`src/rtl/regfile_mp.sv`:
```
// Multi-port register file for the RISC-16 datapath: two write ports
// (A = ALU/PC, B = memory), NUM_RD combinational read ports with optional
// same-cycle bypass, and a per-register load-pending scoreboard.

// One read port: selects the addressed register and applies write bypass.
module regfile_mp_rdport #(
  parameter int DATA_W   = 16,
  parameter int NUM_REGS = 8,
  parameter int ADDR_W   = 3,
  parameter int BYPASS   = 1
) (
  input  logic [ADDR_W-1:0]               addr,
  input  logic [NUM_REGS-1:0][DATA_W-1:0] regs,
  input  logic [NUM_REGS-1:0]             busy,
  input  logic [NUM_REGS-1:0]             a_hit,
  input  logic [NUM_REGS-1:0]             b_hit,
  input  logic [DATA_W-1:0]               wa_data,
  input  logic [DATA_W-1:0]               wb_data,
  output logic [DATA_W-1:0]               data,
  output logic                            busy_o
);
  // Out-of-range addresses match no register and fall through to zero.
  // Port B beats port A in the bypass, mirroring the collision rule.
  always_comb begin
    data   = '0;
    busy_o = 1'b0;
    for (int r = 0; r < NUM_REGS; r++) begin
      if (addr == ADDR_W'(r)) begin
        if (BYPASS != 0 && b_hit[r])      data = wb_data;
        else if (BYPASS != 0 && a_hit[r]) data = wa_data;
        else                              data = regs[r];
        busy_o = busy[r] & ~((BYPASS != 0) & b_hit[r]);
      end
    end
  end
endmodule

module regfile_mp #(
  parameter int DATA_W   = 16,
  parameter int NUM_REGS = 8,
  parameter int ADDR_W   = 3,
  parameter int NUM_RD   = 2,
  parameter int ZERO_REG = 1,
  parameter int BYPASS   = 1
) (
  input  logic                     clk,
  input  logic                     rst_n,
  input  logic [NUM_RD*ADDR_W-1:0] rd_addr,
  output logic [NUM_RD*DATA_W-1:0] rd_data,
  output logic [NUM_RD-1:0]        rd_busy,
  input  logic                     we_a,
  input  logic [ADDR_W-1:0]        wa_addr,
  input  logic [DATA_W-1:0]        wa_data,
  input  logic                     we_b,
  input  logic [ADDR_W-1:0]        wb_addr,
  input  logic [DATA_W-1:0]        wb_data,
  input  logic                     rsv_valid,
  input  logic [ADDR_W-1:0]        rsv_addr,
  output logic [NUM_REGS-1:0]      busy,
  output logic                     wr_conflict
);
  logic [NUM_REGS-1:0][DATA_W-1:0] regs;
  logic [NUM_REGS-1:0]             busy_q;
  logic [NUM_REGS-1:0]             a_hit, b_hit, rsv_hit;
  logic                            conflict_q;

  // One-hot decode of each write/reserve port; r0 is excluded when hardwired
  // and out-of-range addresses decode to nothing.
  always_comb begin
    a_hit   = '0;
    b_hit   = '0;
    rsv_hit = '0;
    for (int r = 0; r < NUM_REGS; r++) begin
      if (ZERO_REG == 0 || r != 0) begin
        a_hit[r]   = we_a      && (wa_addr  == ADDR_W'(r));
        b_hit[r]   = we_b      && (wb_addr  == ADDR_W'(r));
        rsv_hit[r] = rsv_valid && (rsv_addr == ADDR_W'(r));
      end
    end
  end

  // Register storage; port B wins when both ports hit the same register.
  always_ff @(posedge clk or negedge rst_n) begin
    if (!rst_n) begin
      regs <= '0;
    end else begin
      for (int r = 0; r < NUM_REGS; r++) begin
        if (b_hit[r])      regs[r] <= wb_data;
        else if (a_hit[r]) regs[r] <= wa_data;
      end
    end
  end

  // Scoreboard: a new reservation beats a same-cycle load return.
  always_ff @(posedge clk or negedge rst_n) begin
    if (!rst_n) begin
      busy_q <= '0;
    end else begin
      for (int r = 0; r < NUM_REGS; r++) begin
        if (rsv_hit[r])    busy_q[r] <= 1'b1;
        else if (b_hit[r]) busy_q[r] <= 1'b0;
      end
    end
  end

  // Collision flag, registered so it pulses the cycle after the edge.
  always_ff @(posedge clk or negedge rst_n) begin
    if (!rst_n) conflict_q <= 1'b0;
    else        conflict_q <= |(a_hit & b_hit);
  end

  assign busy        = busy_q;
  assign wr_conflict = conflict_q;

  for (genvar i = 0; i < NUM_RD; i++) begin : g_rd
    regfile_mp_rdport #(
      .DATA_W(DATA_W), .NUM_REGS(NUM_REGS), .ADDR_W(ADDR_W), .BYPASS(BYPASS)
    ) u_rd (
      .addr   (rd_addr[i*ADDR_W +: ADDR_W]),
      .regs   (regs),
      .busy   (busy_q),
      .a_hit  (a_hit),
      .b_hit  (b_hit),
      .wa_data(wa_data),
      .wb_data(wb_data),
      .data   (rd_data[i*DATA_W +: DATA_W]),
      .busy_o (rd_busy[i])
    );
  end
endmodule

```
`config.mk`:
```
export PLATFORM = sky130hd
export DESIGN_NAME = regfile_mp
export DESIGN_NICKNAME = d
export VERILOG_FILES = /design/src/rtl/regfile_mp.sv
export SDC_FILE = /design/constraint.sdc
export NUM_CORES = 1
export LEC_CHECK = 0
export CAP_MARGIN = 20
export CORE_MARGIN = 2
export CORE_UTILIZATION = 35
export CTS_CLUSTER_SIZE = 40
export DETAILED_ROUTE_END_ITERATION = 10
export SETUP_SLACK_MARGIN = 0.4
export SYNTH_ARGS = -nofsm -noshare
export SYNTH_HDL_FRONTEND = slang
export SYNTH_SLANG_ARGS = --single-unit
export TNS_END_PERCENT = 1
```
`constraint.sdc`:
```
create_clock -name clk -period 1.85 [get_ports clk]
set_clock_uncertainty 0.15 [all_clocks]
set_input_delay 0.185 -clock clk [delete_from_list [all_inputs] [get_ports clk]]
set_output_delay 0.185 -clock clk [all_outputs]
set_load 0.03 [all_outputs]
```
==> impl_metrics.sql <==
INSERT INTO impl_metrics (metric_group, metric, value, unit) VALUES
('status', 'run_status', 'finished, violations left', ''),
('place', 'place_hpwl', '20.2', 'mm'),
('timing', 'hold-worst-slack', '3.76', 'ps'),
('power_and_ir_drop', 'cell_internal_pwr', '0.00742', 'W'),
('timing', 'rsz0062_at_grt', 'true', ''),
('status', 'violations', 'setup timing', ''),
('timing', 'setup_tns', '-15340', 'ps'),
('global_routing', 'grt_overflow', '0', ''),
('power_and_ir_drop', 'worst_ir_drop_vdd', '575', 'uV'),
('power_and_ir_drop', 'power_density', '911', 'nW/um^2'),
('power_and_ir_drop', 'clock_power_share', '30.9', '%'),
('logic_synthesis', 'synthesis.nets', '877', ''),
('logic_synthesis', 'synth_edf_count', '0', ''),
('timing', 'timing.fmax', '418', 'MHz'),
('global_routing', 'grt_start_max_net_pins', '39', ''),
('die', 'standard_cell_rows', '54', ''),
('setup_path', 'crit_chain', 'buf_6 > and4bb_1 > buf_6 > buf_6 > buf_6 > mux2i_1 > a21oi_2 > a22o_1 > a221oi_2 > o21ai_2 > buf_6', ''),
('setup_path', 'crit_top_cell', 'buf_6', ''),
('cts', 'tritoncts', 'done', ''),
('global_routing', 'grt_pass1_wl', '45.1', 'mm'),
('logic_synthesis', 'syn-cell-area', '7710', 'um^2'),
('cts', 'cts.sink_count', '120', ''),
('place', 'routabilityCongestion', '0.917', ''),
('die', 'initial_utilization', '35.4', '%'),
('layout', 'antenna-diode-count', '0', ''),
('layout', 'syn_to_final_growth', '56.2', '%'),
('layout', 'final.fill_count', '1867', ''),
('detailed_routing', 'drt_first_iter_violations', '739', ''),
('timing', 'timing.final.crit_share', '129', '%'),
('logic_synthesis', 'share_of_synthesized_flip_flops_with_an_asynchronous_set_or_reset', '100', '%'),
('logic_synthesis', 'yosys.cell_types.count', '56', ''),
('timing', 'min_period', '2390', 'ps'),
('layout', 'layout-drive-gt1-share', '40.7', '%'),
('setup_path', 'critical_path.slowest_cell', 'and4bb_1', ''),
('setup_path', 'setup.worst_path.class', 'in -> out', ''),
('detailed_routing', 'route.antenna.remaining_nets', '0', ''),
('die', 'number_of_top_level_pins', '95', ''),
('layout', 'final-instance-count-excl-fill', '1404', ''),
('logic_synthesis', 'synth-warning-count', '0', ''),
('setup_path', 'worstPathRequired', '1510', 'ps'),
('detailed_routing', 'detail_route.first_pass.iterations', '5', ''),
('power_and_ir_drop', 'pwr-share-comb', '38.5', '%'),
('cts', 'number_of_buffers_inserted_during_clock_tree_synthesis', '17', ''),
('logic_synthesis', 'synth.avg_cell_area', '9.35', 'um^2'),
('place', 'io_buffers', '93', ''),
('logic_synthesis', 'gate_count_after_technology_mapping', '825', ''),
('detailed_routing', 'route.final.wire_length', '29.1', 'mm'),
('place', 'numPlacedInstances', '1345', ''),
('cts', 'htree_levels', '4', ''),
('power_and_ir_drop', 'power.total', '0.0110', 'W'),
('timing', 'timing.final.hold_violations', '0', ''),
('cts', 'cts_root_buf', 'clkbuf_16', ''),
('timing', 'setup_viol', '34', ''),
('die', 'die_width', '152', 'um'),
('die', 'dieArea', '23200', 'um^2'),
('detailed_routing', 'wl_per_cell', '20.7', 'um'),
('setup_path', 'critPathMaxFanout', '6', ''),
('global_routing', 'antenna_found_initial', '0', ''),
('timing', 'worst_slack', '-544', 'ps'),
('hold_path', 'hold_path.class', 'in -> reg', ''),
('power_and_ir_drop', 'p_switching', '0.00356', 'W'),
('cts', 'clkTransAtPathRegs', '60', 'ps'),
('setup_path', 'setup.worst_path.start_class', 'input pin', ''),
('power_and_ir_drop', 'p_leak', '5.59', 'nW'),
('detailed_routing', 'remaining_drc_errors', '0', ''),
('global_routing', 'grt_pass1_vias', '7875', ''),
('detailed_routing', 'dr_total_vias', '7825', ''),
('die', 'chipHeight', '152', 'um'),
('logic_synthesis', 'synth_seq_area_share', '38.9', '%'),
('layout', 'layout.nets', '1163', ''),
('cts', 'clock_insertion_delay_at_the_later_pin_of_the_skew_report', '420', 'ps');
logic make-up after synthesis:
kind of cell | count (synthesis) | synth area share [%]
muxes | 168 | 23.1
and+or+nand+nor | 193 | 11.3
AOI/OAI and AO/OA | 252 | 20.3
DFF | 120 | 38.9
other | 1 | 0.0486
buffers and inverters | 89 | 6.16
xor gates and xnor gates | 2 | 0.227
per-stage QoR:
stage               cell area [um^2]  util, %
finish                         12000     55.4
global route                   12000     55.4
CTS                            11800     54.3
detailed placement             10600     48.9
global placement               10600     48.9
floorplan                       7960        -
sequential cells by signal (all words and copies together) (netlist names):
| name | flops |
|---|---|
| busy | 7 |
| regs | 112 |
| wr_conflict | 1 |
power by group through the flow:
stage / clock (W) / sequential (W) / combinational (W)
after global routing: 0.00354 / 0.00342 / 0.00453
after detailed placement: 0 / 0.00340 / 0.00387
after global placement: 0 / 0.00338 / 0.00382
final: 0.00339 / 0.00337 / 0.00422
after CTS: 0.00342 / 0.00336 / 0.00408
after floorplan: 0 / 0.00342 / 0.00209
path summary, 6_finish.rpt:
kind,slack [ps],to,from,cells after the start
setup / recovery,-540,rd_data[10],wa_addr[1],11
hold / removal,4,wr_conflict$_DFF_PN0_,we_a,4
setup reg to reg,530,regs[22]$_DFF_PN0_,regs[22]$_DFF_PN0_,5
hold reg to reg,410,busy[6]$_DFFE_PN0P_,busy[6]$_DFFE_PN0P_,2
max in group asynchronous,920,regs[44]$_DFF_PN0_,rst_n,3
min in group asynchronous,60,regs[85]$_DFF_PN0_,rst_n,2
final cells by class:
cell class                      count  area share [%]
Multi-Input combinational cell    616            40.0
Timing Repair Buffer              334            26.5
Sequential cell                   120            24.9
Clock buffer                       25            4.20
Tap cell                          280            2.91
Clock inverter                      7           0.748
Inverter                           22           0.685
synth_stat cells (2+ instances only):
| library cell | n | area (um^2) |
|---|---|---|
| xor2_1 | 2 | 17.5 |
| and4bb_1 | 3 | 37.5 |
| o22ai_1 | 8 | 50.1 |
| o21ai_0 | 49 | 245 |
| nor2_1 | 81 | 304 |
| nand4_1 | 2 | 12.5 |
| a211o_1 | 6 | 52.6 |
| a22o_1 | 7 | 61.3 |
| buf_6 | 9 | 101 |
| clkbuf_1 | 29 | 109 |
| buf_4 | 8 | 60.1 |
| and2_1 | 3 | 18.8 |
| buf_2 | 19 | 95.1 |
| a221oi_1 | 10 | 87.6 |
| mux2_2 | 28 | 315 |
| nand4b_1 | 4 | 35.0 |
| a211oi_1 | 3 | 22.5 |
| inv_1 | 20 | 75.1 |
| o211ai_1 | 3 | 22.5 |
| nand2_1 | 82 | 308 |
| mux4_2 | 5 | 113 |
| o2bb2ai_1 | 7 | 61.3 |
| o21a_1 | 6 | 45.0 |
| nand2b_1 | 9 | 56.3 |
| a22oi_1 | 21 | 158 |
| dfrtp_1 | 120 | 3000 |
| mux2i_1 | 134 | 1340 |
| a21oi_2 | 2 | 17.5 |
| a21o_1 | 2 | 15.0 |
| a21oi_1 | 85 | 425 |
| o21ai_1 | 23 | 115 |
| o221ai_1 | 11 | 96.3 |
worst max-delay path: cells and delay by family:
| kind | cells | cell delay, ps |
|---|---|---|
| and+or+nand+nor | 1 | 280 |
| AOI/OAI and AO/OA | 4 | 720 |
| muxes | 1 | 210 |
| buffers and inverters | 5 | 660 |
timing repair:
item,4_1_cts,5_1_grt
gates resized for setup,184,54
endpoints found under the setup margin,154,42
buffers inserted,22,3
endpoints found under the hold margin,121,0
pin swaps,35,20
hold buffers,2,0
layer usage:
layer / share of wire [%] / global-route usage (%)
met5: 0 / 0
met4: 2.8 / 8.16
met3: 6.9 / 5.29
met2: 48 / 40.5
met1: 43 / 33.1
No activity file was read; power rests on OpenSTA's default activity.
